**config.mk**
```make
export PLATFORM = sky130hd
export DESIGN_NAME = branch_resolve
export DESIGN_NICKNAME = d
export VERILOG_FILES = /design/src/rtl/branch_resolve_pkg.sv /design/src/rtl/branch_resolve_cond_eval.sv /design/src/rtl/branch_resolve.sv
export SDC_FILE = /design/constraint.sdc
export NUM_CORES = 1
export LEC_CHECK = 0
export ABC_AREA = 1
export CORE_MARGIN = 3
export CORE_UTILIZATION = 35
export CTS_CLUSTER_SIZE = 14
export DETAILED_ROUTE_END_ITERATION = 8
export SLEW_MARGIN = 20
export SYNTH_ARGS = -nofsm -noshare
export SYNTH_HDL_FRONTEND = slang
export SYNTH_SLANG_ARGS = --single-unit
```
**constraint.sdc**
```tcl
create_clock -name clk -period 1.98 [get_ports clk]
set_input_delay 0.198 -clock clk [delete_from_list [all_inputs] [get_ports clk]]
set_output_delay 0.198 -clock clk [all_outputs]
set_load 0.01 [all_outputs]
```
**src/rtl/branch_resolve_pkg.sv**
```systemverilog
// Shared types for the branch resolution unit: condition codes, FSM states,
// the packed {N,Z,C,V} flag layout and the sequential PC increment.
package branch_resolve_pkg;

   typedef enum logic [3:0] {
      COND_EQ = 4'd0,
      COND_NE = 4'd1,
      COND_CS = 4'd2,
      COND_CC = 4'd3,
      COND_MI = 4'd4,
      COND_PL = 4'd5,
      COND_VS = 4'd6,
      COND_VC = 4'd7,
      COND_HI = 4'd8,
      COND_LS = 4'd9,
      COND_GE = 4'd10,
      COND_LT = 4'd11,
      COND_GT = 4'd12,
      COND_LE = 4'd13,
      COND_AL = 4'd14,
      COND_NV = 4'd15
   } cond_e;

   typedef enum logic [1:0] {
      ST_IDLE,
      ST_REDIRECT,
      ST_FLUSH
   } state_e;

   typedef struct packed {
      logic n;
      logic z;
      logic c;
      logic v;
   } flags_t;

   localparam logic [31:0] PC_INCR = 32'd4;
   localparam logic [15:0] CNT_MAX = 16'hFFFF;

endpackage

```
**src/rtl/branch_resolve_cond_eval.sv**
```systemverilog
// Combinational condition-code evaluator: maps a 4-bit condition and the
// NZCV flags to a taken/not-taken decision.
module cond_eval
   import branch_resolve_pkg::*;
(
   input  logic [3:0] cond_i,
   input  flags_t     flags_i,
   output logic       taken_o
);

   always_comb begin
      taken_o = 1'b0;
      case (cond_e'(cond_i))
         COND_EQ: taken_o = flags_i.z;
         COND_NE: taken_o = ~flags_i.z;
         COND_CS: taken_o = flags_i.c;
         COND_CC: taken_o = ~flags_i.c;
         COND_MI: taken_o = flags_i.n;
         COND_PL: taken_o = ~flags_i.n;
         COND_VS: taken_o = flags_i.v;
         COND_VC: taken_o = ~flags_i.v;
         COND_HI: taken_o = flags_i.c & ~flags_i.z;
         COND_LS: taken_o = ~flags_i.c | flags_i.z;
         COND_GE: taken_o = (flags_i.n == flags_i.v);
         COND_LT: taken_o = (flags_i.n != flags_i.v);
         COND_GT: taken_o = ~flags_i.z & (flags_i.n == flags_i.v);
         COND_LE: taken_o = flags_i.z | (flags_i.n != flags_i.v);
         COND_AL: taken_o = 1'b1;
         default: taken_o = 1'b0;
      endcase
   end

endmodule

```
**src/rtl/branch_resolve.sv**
```systemverilog
// Branch resolution unit: NZCV flag register, condition evaluation, redirect
// handshake to fetch and timed flush. Optional macro: BRANCH_FLAG_BYPASS_EN.
module branch_resolve
   import branch_resolve_pkg::*;
#(
   parameter int unsigned FLUSH_CYCLES = 2
) (
   input  logic        clk,
   input  logic        reset,
   input  logic        flags_we,
   input  logic        Z,
   input  logic        V,
   input  logic        C,
   input  logic        N,
   input  logic        br_valid,
   output logic        br_ready,
   input  logic [3:0]  br_cond,
   input  logic [31:0] br_pc,
   input  logic [31:0] br_offset,
   output logic        redirect_valid,
   input  logic        redirect_ready,
   output logic [31:0] redirect_pc,
   output logic        flush,
   output logic [3:0]  flags_q,
   output logic [15:0] taken_cnt
);

   state_e      state_q, state_d;
   logic [3:0]  fcnt_q, fcnt_d;
   logic [31:0] target_q, target_d;
   logic [15:0] taken_cnt_q, taken_cnt_d;
   flags_t      flag_reg_q, flag_reg_d;
   flags_t      flags_in;
   flags_t      eval_flags;
   logic        taken;
   logic [31:0] target_calc;

   assign flags_in = '{n: N, z: Z, c: C, v: V};

`ifdef BRANCH_FLAG_BYPASS_EN
   // Forward the incoming flags when they are written on the accepting edge.
   assign eval_flags = flags_we ? flags_in : flag_reg_q;
`else
   assign eval_flags = flag_reg_q;
`endif

   cond_eval u_cond_eval (
      .cond_i  (br_cond),
      .flags_i (eval_flags),
      .taken_o (taken)
   );

   assign target_calc = br_pc + PC_INCR + (br_offset << 2);
   assign flag_reg_d  = flags_we ? flags_in : flag_reg_q;

   always_comb begin
      state_d     = state_q;
      fcnt_d      = fcnt_q;
      target_d    = target_q;
      taken_cnt_d = taken_cnt_q;
      case (state_q)
         ST_IDLE: begin
            if (br_valid && taken) begin
               state_d     = ST_REDIRECT;
               target_d    = target_calc;
               taken_cnt_d = (taken_cnt_q == CNT_MAX) ? taken_cnt_q : taken_cnt_q + 16'd1;
            end
         end
         ST_REDIRECT: begin
            if (redirect_ready) begin
               if (FLUSH_CYCLES == 0) begin
                  state_d = ST_IDLE;
               end else begin
                  state_d = ST_FLUSH;
                  fcnt_d  = 4'(FLUSH_CYCLES);
               end
            end
         end
         ST_FLUSH: begin
            fcnt_d = fcnt_q - 4'd1;
            if (fcnt_q == 4'd1) begin
               state_d = ST_IDLE;
            end
         end
         default: state_d = ST_IDLE;
      endcase
   end

   always_ff @(posedge clk or posedge reset) begin
      if (reset) begin
         state_q     <= ST_IDLE;
         fcnt_q      <= '0;
         target_q    <= '0;
         taken_cnt_q <= '0;
         flag_reg_q  <= '0;
      end else begin
         state_q     <= state_d;
         fcnt_q      <= fcnt_d;
         target_q    <= target_d;
         taken_cnt_q <= taken_cnt_d;
         flag_reg_q  <= flag_reg_d;
      end
   end

   assign br_ready       = (state_q == ST_IDLE);
   assign redirect_valid = (state_q == ST_REDIRECT);
   assign flush          = (state_q != ST_IDLE);
   assign redirect_pc    = target_q;
   assign flags_q        = flag_reg_q;
   assign taken_cnt      = taken_cnt_q;

endmodule

```
==> results of run 1 <==
==> worst paths after layout <==
kind                                            startpoint                          end  slack, ps
worst min-delay path                                 reset       flags_q[0]$_DFFE_PP0P_        160
worst max-delay path                         br_offset[19]  redirect_pc[31]$_DFFE_PP0P_         50
worst min register to register  redirect_pc[1]$_DFFE_PP0P_   redirect_pc[1]$_DFFE_PP0P_        480
min in group clk                                  br_pc[2]   redirect_pc[2]$_DFFE_PP0P_        290
max in group asynchronous                            reset        fcnt_q[1]$_DFFE_PP0P_       1280
worst max register to register    taken_cnt[1]$_DFFE_PP0P_    taken_cnt[15]$_DFFE_PP0P_        240
==> placed cells by master (no fill, tap or decap), types with 9 or more instances in the layout <==
master,count
nor2_1,34
nand2_2,36
ha_4,42
ha_1,17
xnor2_1,17
nand4_1,12
clkdlybuf4s50_1,119
o21ai_2,20
clkbuf_16,9
nand3_1,34
nor2_2,20
xor2_1,11
nand2_1,296
dfrtp_1,58
o21ai_1,15
inv_1,140
a21oi_1,10
buf_4,47
==> per-stage QoR <==
step | setup TNS (ps) | cell area [µm²] | setup slack, ps
floorplan | 0 | 5480 | 42.1
global placement | -9070 | 7380 | -457
detailed placement | -9480 | 7380 | -466
CTS | -7.28 | 7940 | -7.28
global route | -472 | 8570 | -90.1
finish | 0 | 8570 | 54.6
==> kinds of logic after synthesis <==
kind of cell	after synthesis
and+or+nand+nor	469
xor gates and xnor gates	32
muxes	1
buffers and inverters	153
AOI/OAI and AO/OA	64
adders and majority gates	61
DFF	58
==> final cells by class <==
type / instances / area [µm²] / area share
clock buffer: 9 / 225 / 0.0263
sequential: 58 / 1450 / 0.169
timing repair buffer: 181 / 1750 / 0.205
clock inverter: 7 / 93.8 / 0.0110
inverter: 144 / 541 / 0.0631
multi-input combinational: 627 / 4240 / 0.495
tap: 211 / 264 / 0.0308
==> flip-flops by register name (all words and copies together), names as in the netlist <==
register and cells:
fcnt_q 4, flags_q 4, redirect_pc 32, state_q 2, taken_cnt 16
==> critical path, cell delays in order <==
cell and delay (ps):
clkdlybuf4s50_1 410, ha_1 330, ha_4 320, nand2_2 90, nor2_2 170, inv_1 60
nor2_2 140, and2_1 150, nand2_2 60, nand3_1 80, nand2_1 50, nand2_1 50
nand2_1 40
==> power by group through the flow <==
stage | Combinational (µW) | Clock, µW | Sequential (µW)
global route | 4110 | 1730 | 1940
floorplan | 1600 | 0 | 2030
global placement | 3320 | 0 | 1880
detailed placement | 3340 | 0 | 1900
CTS | 3460 | 1690 | 1880
finish | 3700 | 1640 | 1880
==> layer usage <==
layer	GRT usage	vias up
met5	0	-
met4	0.0350	0
met3	0.0260	16
met2	0.299	105
met1	0.229	2530
li1	-	2960
==> what timing repair did <==
| item | in CTS | in global routing |
|---|---|---|
| gates resized for setup | 32 | 123 |
| setup buffers | 1 | 0 |
| pin swaps | 11 | 39 |
| setup endpoints to repair | 20 | 25 |
==> reports/metrics.yaml, run 1 <==
total_power_uw: 7230
netlist_top_cells_area: "dfrtp_1, nand2_1, ha_1, inv_1, nor2_1"
drt_wl_total_mm: 15.1
ios: 132
wl_met3_um: 564
synth_top_family_by_area: "simple AND/OR/NAND/NOR gates"
cts_tree: "done"
fin_cells: 1237
fmax_ghz: 0.519
die_h_um: 131
met1_length_mm: 6.98
switchingPower_uw: 2660
clock_sinks: 58
dp.cells: 1220
antenna-diode-count: 0
clock-root-buffer: "clkbuf_16"
syn_nets: 976
drc: 0
async_reset_ff_frac: 1.00
clkPwrFrac: 0.227
hold_path.class: "primary input to asynchronous set/reset pin"
drv_cap: 0
dp_hpwl_mm: 12.0
p_leak_uw: 0.00417
synth.most_common_cell: "nand2_1"
critPathArrivalTime_ps: 2140
netlist_top_cells_count: "nand2_1, inv_1, ha_1, dfrtp_1, nor2_1"
skew_ps: 2.91
postSynthAreaPerCell_um2: 6.54
die_w_um: 131
areaGrowthSynthToFinish_pct: 56.4
path_clk_slew_ps: 50
antenna_found_initial: 0
crit_required_ps: 2200
report.final.setup_viol: 0
ys_ff_latch: 58
fillers: 1482
outcome: "finished, final reports clean"
portBuffers: 129
clk_latency_ps: 320
ys_types: 37
worst-path-max-fanout: 4
layout_min_cycle_time_ps: 1930
yosysSeqAreaShare: 0.265
hold_buffers: 0
grt_pass1_vias: 5318
vias_per_cell: 4.54
rows: 45
wl_met2_mm: 7.34
ys.flop_type: "dfrtp_1"
rsz0062_at_grt: "true"
synth_cells: 838
min_period_over_period: 0.972
slew_headroom: 0.772
synth_largest_area_cell: "dfrtp_1"
rr_worst_depth: 8
pwr-share-comb: 0.512
path_class: "primary input to register"
grt_max_degree: 45
powerDensity_nw_per_um2: 843
pwr-share-seq: 0.260
cp-start-kind: "primary input"
core_um2: 15300
synth_area_um2: 5480
synth-edff-count: 0
hold_ws_ps: 159
top_layer_used: "met4"
post_drt_wl_per_cell_um: 12.2
critPathCaptureType: "register"
worst_slew_pin_slew_ps: 339
layout-drive-gt1-share: 0.225
gr-total-overflow: 0
drt_first_pass_iters: 4
hold_viol: 0
intPower_uw: 4560
grt_pass1_wl_mm: 24.8
htreeDepth: 3
synth_top_area_frac: 0.265
sw_frac_of_total: 0.368
synthMuxAreaShare: 0.00183
synth_fa_ha_area_frac: 0.141
ant_nets: 0
synth-compound-area-share: 0.0747
vias: 5611
cts_buffers: 9
synth-simple-area-share: 0.353
ys.warnings.count: 0
postLayoutCoreUtil: 0.562
drt_iter0_markers: 194
routabilityCongestion: 0.896
peakVddDrop_v: 0.000456
cts_buffer_depth: 2
final_nets: 1159
initial_core_util: 0.359
track_usage: 0.172
dieArea_um2: 17200
synth_xor_area_frac: 0.0512
slew_violations: 0
No activity file was read; power rests on OpenSTA's default activity.
==> run 2, diff against run 1 <==
--- a/config.mk
+++ b/config.mk
@@ -8,9 +8,10 @@
 export ABC_AREA = 1
 export CORE_MARGIN = 3
 export CORE_UTILIZATION = 35
-export CTS_CLUSTER_SIZE = 14
+export CTS_CLUSTER_SIZE = 25
 export DETAILED_ROUTE_END_ITERATION = 8
 export SLEW_MARGIN = 20
 export SYNTH_ARGS = -nofsm -noshare
 export SYNTH_HDL_FRONTEND = slang
 export SYNTH_SLANG_ARGS = --single-unit
+export TNS_END_PERCENT = 1
==> constraint.sdc (replaced) <==
create_clock -name clk -period 2.35 [get_ports clk]
set_input_delay 0.235 -clock clk [delete_from_list [all_inputs] [get_ports clk]]
set_output_delay 0.235 -clock clk [all_outputs]
set_load 0.01 [all_outputs]
==> run 2 against run 1 <==
  * Register-to-register slack better by 340 ps
  * Clock skew grew 5.1 ps
  * Non-clock buffer count down 5
  * Via count is 2.8% lower
  * Sequential cell count unchanged
  * First-iteration DRC count up 9.8%
  * Utilization down 6.2 points
  * Critical endpoint is now redirect_pc[22]$_DFFE_PP0P_
==> reports/metrics.yaml, run 2 (same netlist as run 1, synthesis figures left out) <==
outcome: "finished, final reports clean"
antenna-diode-count: 0  # unchanged
layout_min_cycle_time_ps: 2180
fin_area_um2: 7620  # -11%
cp-endpoint: "redirect_pc[22]$_DFFE_PP0P_"
final_cell_mix: "nand2_1, inv_1, clkdlybuf4s50_1"
hold_path.class: "primary input to asynchronous set/reset pin"
clock_sinks: 58  # unchanged
drv_cap: 0  # unchanged
clock-root-buffer: "clkbuf_16"
fin_cells: 1231  # -0.49%
core_um2: 15300  # unchanged
cp-start-kind: "primary input"
drt_first_pass_iters: 4  # unchanged
postLayoutCoreUtil: 0.499  # -0.0622
final_common_cell: "nand2_1"
slew_headroom: 0.581  # -0.191
dp.cells: 1216  # -0.33%
path_class: "primary input to register"
layout-drive-gt1-share: 0.0902  # -0.135
ff2ff_setup_slack_ps: 580  # +340 ps
peakVddDrop_v: 0.000499  # +9.5%
rr_startpoint: "taken_cnt[0]$_DFFE_PP0P_"
report.final.setup_viol: 0  # unchanged
critPathArrivalTime_ps: 2390  # +250 ps
p_leak_uw: 0.00399  # -4.4%
track_usage: 0.169  # -0.00337
skew_ps: 7.99  # +5.08 ps
slew_violations: 0  # unchanged
final_nets: 1154  # -0.43%
cp-startpoint: "br_pc[20]"
initial_core_util: 0.359  # unchanged
critPathCaptureType: "register"
post_cts_buffers: 0  # -1
clk_latency_ps: 330  # about the same
die_w_um: 131  # unchanged
worst_slew_pin_slew_ps: 628  # +289 ps
crit_required_ps: 2560  # +360 ps
rsz0062_at_grt: "false"
antenna_found_initial: 0  # unchanged
min_period_over_period: 0.926
path_clk_slew_ps: 50  # about the same
grt_max_degree: 34  # -24%
ios: 132  # unchanged
hold_viol: 0  # unchanged
hold_ws_ps: 315  # +156 ps
portBuffers: 129  # unchanged
post_cts_resized: 0  # -100%
largest_register_ffs: 32  # unchanged
hold_buffers: 0  # unchanged
drt_wl_total_mm: 14.2  # -5.9%
cts_tree: "done"
areaGrowthSynthToFinish_pct: 39.1
gr-total-overflow: 0  # unchanged
total_power_uw: 5590  # -23%
drc: 0  # unchanged
cts_buffer_depth: 2  # unchanged
die_h_um: 131  # unchanged
routabilityCongestion: 0.838  # -6.5%
rr_worst_depth: 8  # unchanged
vias_per_cell: 4.43  # -2.3%
grt_pass1_vias: 5221  # -1.8%
htreeDepth: 3  # unchanged
dieArea_um2: 17200  # unchanged
fillers: 1536  # +3.6%
dpl-instance-area_um2: 7330  # -0.78%
dp_hpwl_mm: 12.1  # +0.30%
ant_nets: 0  # unchanged
fmax_ghz: 0.459
grt_pass1_wl_mm: 24.1  # -2.7%
powerDensity_nw_per_um2: 734  # -13%
vias: 5455  # -2.8%
drt_iter0_markers: 213  # +9.8%
reg2reg_to: "taken_cnt[3]$_DFFE_PP0P_"
post_drt_wl_per_cell_um: 11.5  # -5.4%
worst-path-max-fanout: 5  # +1
cts_buffers: 9  # unchanged
rows: 45  # unchanged
run 2: worst min path at each step:
stage	startpoint	end	cells after the start
2_1_floorplan	redirect_ready	state_q[0]$_DFFE_PP0P_	1
3_3_place_gp	redirect_pc[18]$_DFFE_PP0P_	redirect_pc[18]$_DFFE_PP0P_	2
3_5_place_dp	redirect_pc[15]$_DFFE_PP0P_	redirect_pc[15]$_DFFE_PP0P_	2
4_1_cts	reset	taken_cnt[4]$_DFFE_PP0P_	2
5_1_grt	reset	taken_cnt[4]$_DFFE_PP0P_	2
6_report	reset	taken_cnt[4]$_DFFE_PP0P_	2
run 2: final cells by class:
class	count	area, µm²	share of cell area
clock buffer	13	250	0.0328
clock inverter	2	37.5	0.00493
inverter	144	541	0.0709
multi-input combinational	627	3410	0.447
sequential	58	1450	0.190
tap	211	264	0.0346
timing repair buffer	176	1670	0.219
run 2: per-stage QoR:
stage,setup WS (ps),TNS (ps)
final,173,0
after global placement,-187,-1770
after detailed placement,-213,-2100
after floorplan,314,0
after global routing,18.0,0
after CTS,129,0
run 2: report_power, final:
part | switching [µW] | internal [µW] | leakage [µW]
clock network | 433 | 843 | 0.000136
registers | 241 | 1350 | 0.000742
logic | 1380 | 1340 | 0.00311
total | 2060 | 3530 | 0.00399
run 2: worst max-delay path: stages:
cell	delay (ps)
clkdlybuf4s50_1	400
ha_1	300
ha_1	380
nand2_1	110
nor2_1	140
inv_1	50
nor2_1	240
nand3_1	150
nand3_1	110
nand2_1	50
nand2_1	140
o21ai_2	80
run 2: per-layer routing:
layer	vias up	track usage	routed length (µm)
li1	2949	-	-
met1	2374	0.220	6560
met2	122	0.291	6740
met3	10	0.0272	709
met4	0	0.0467	162
met5	-	0	0
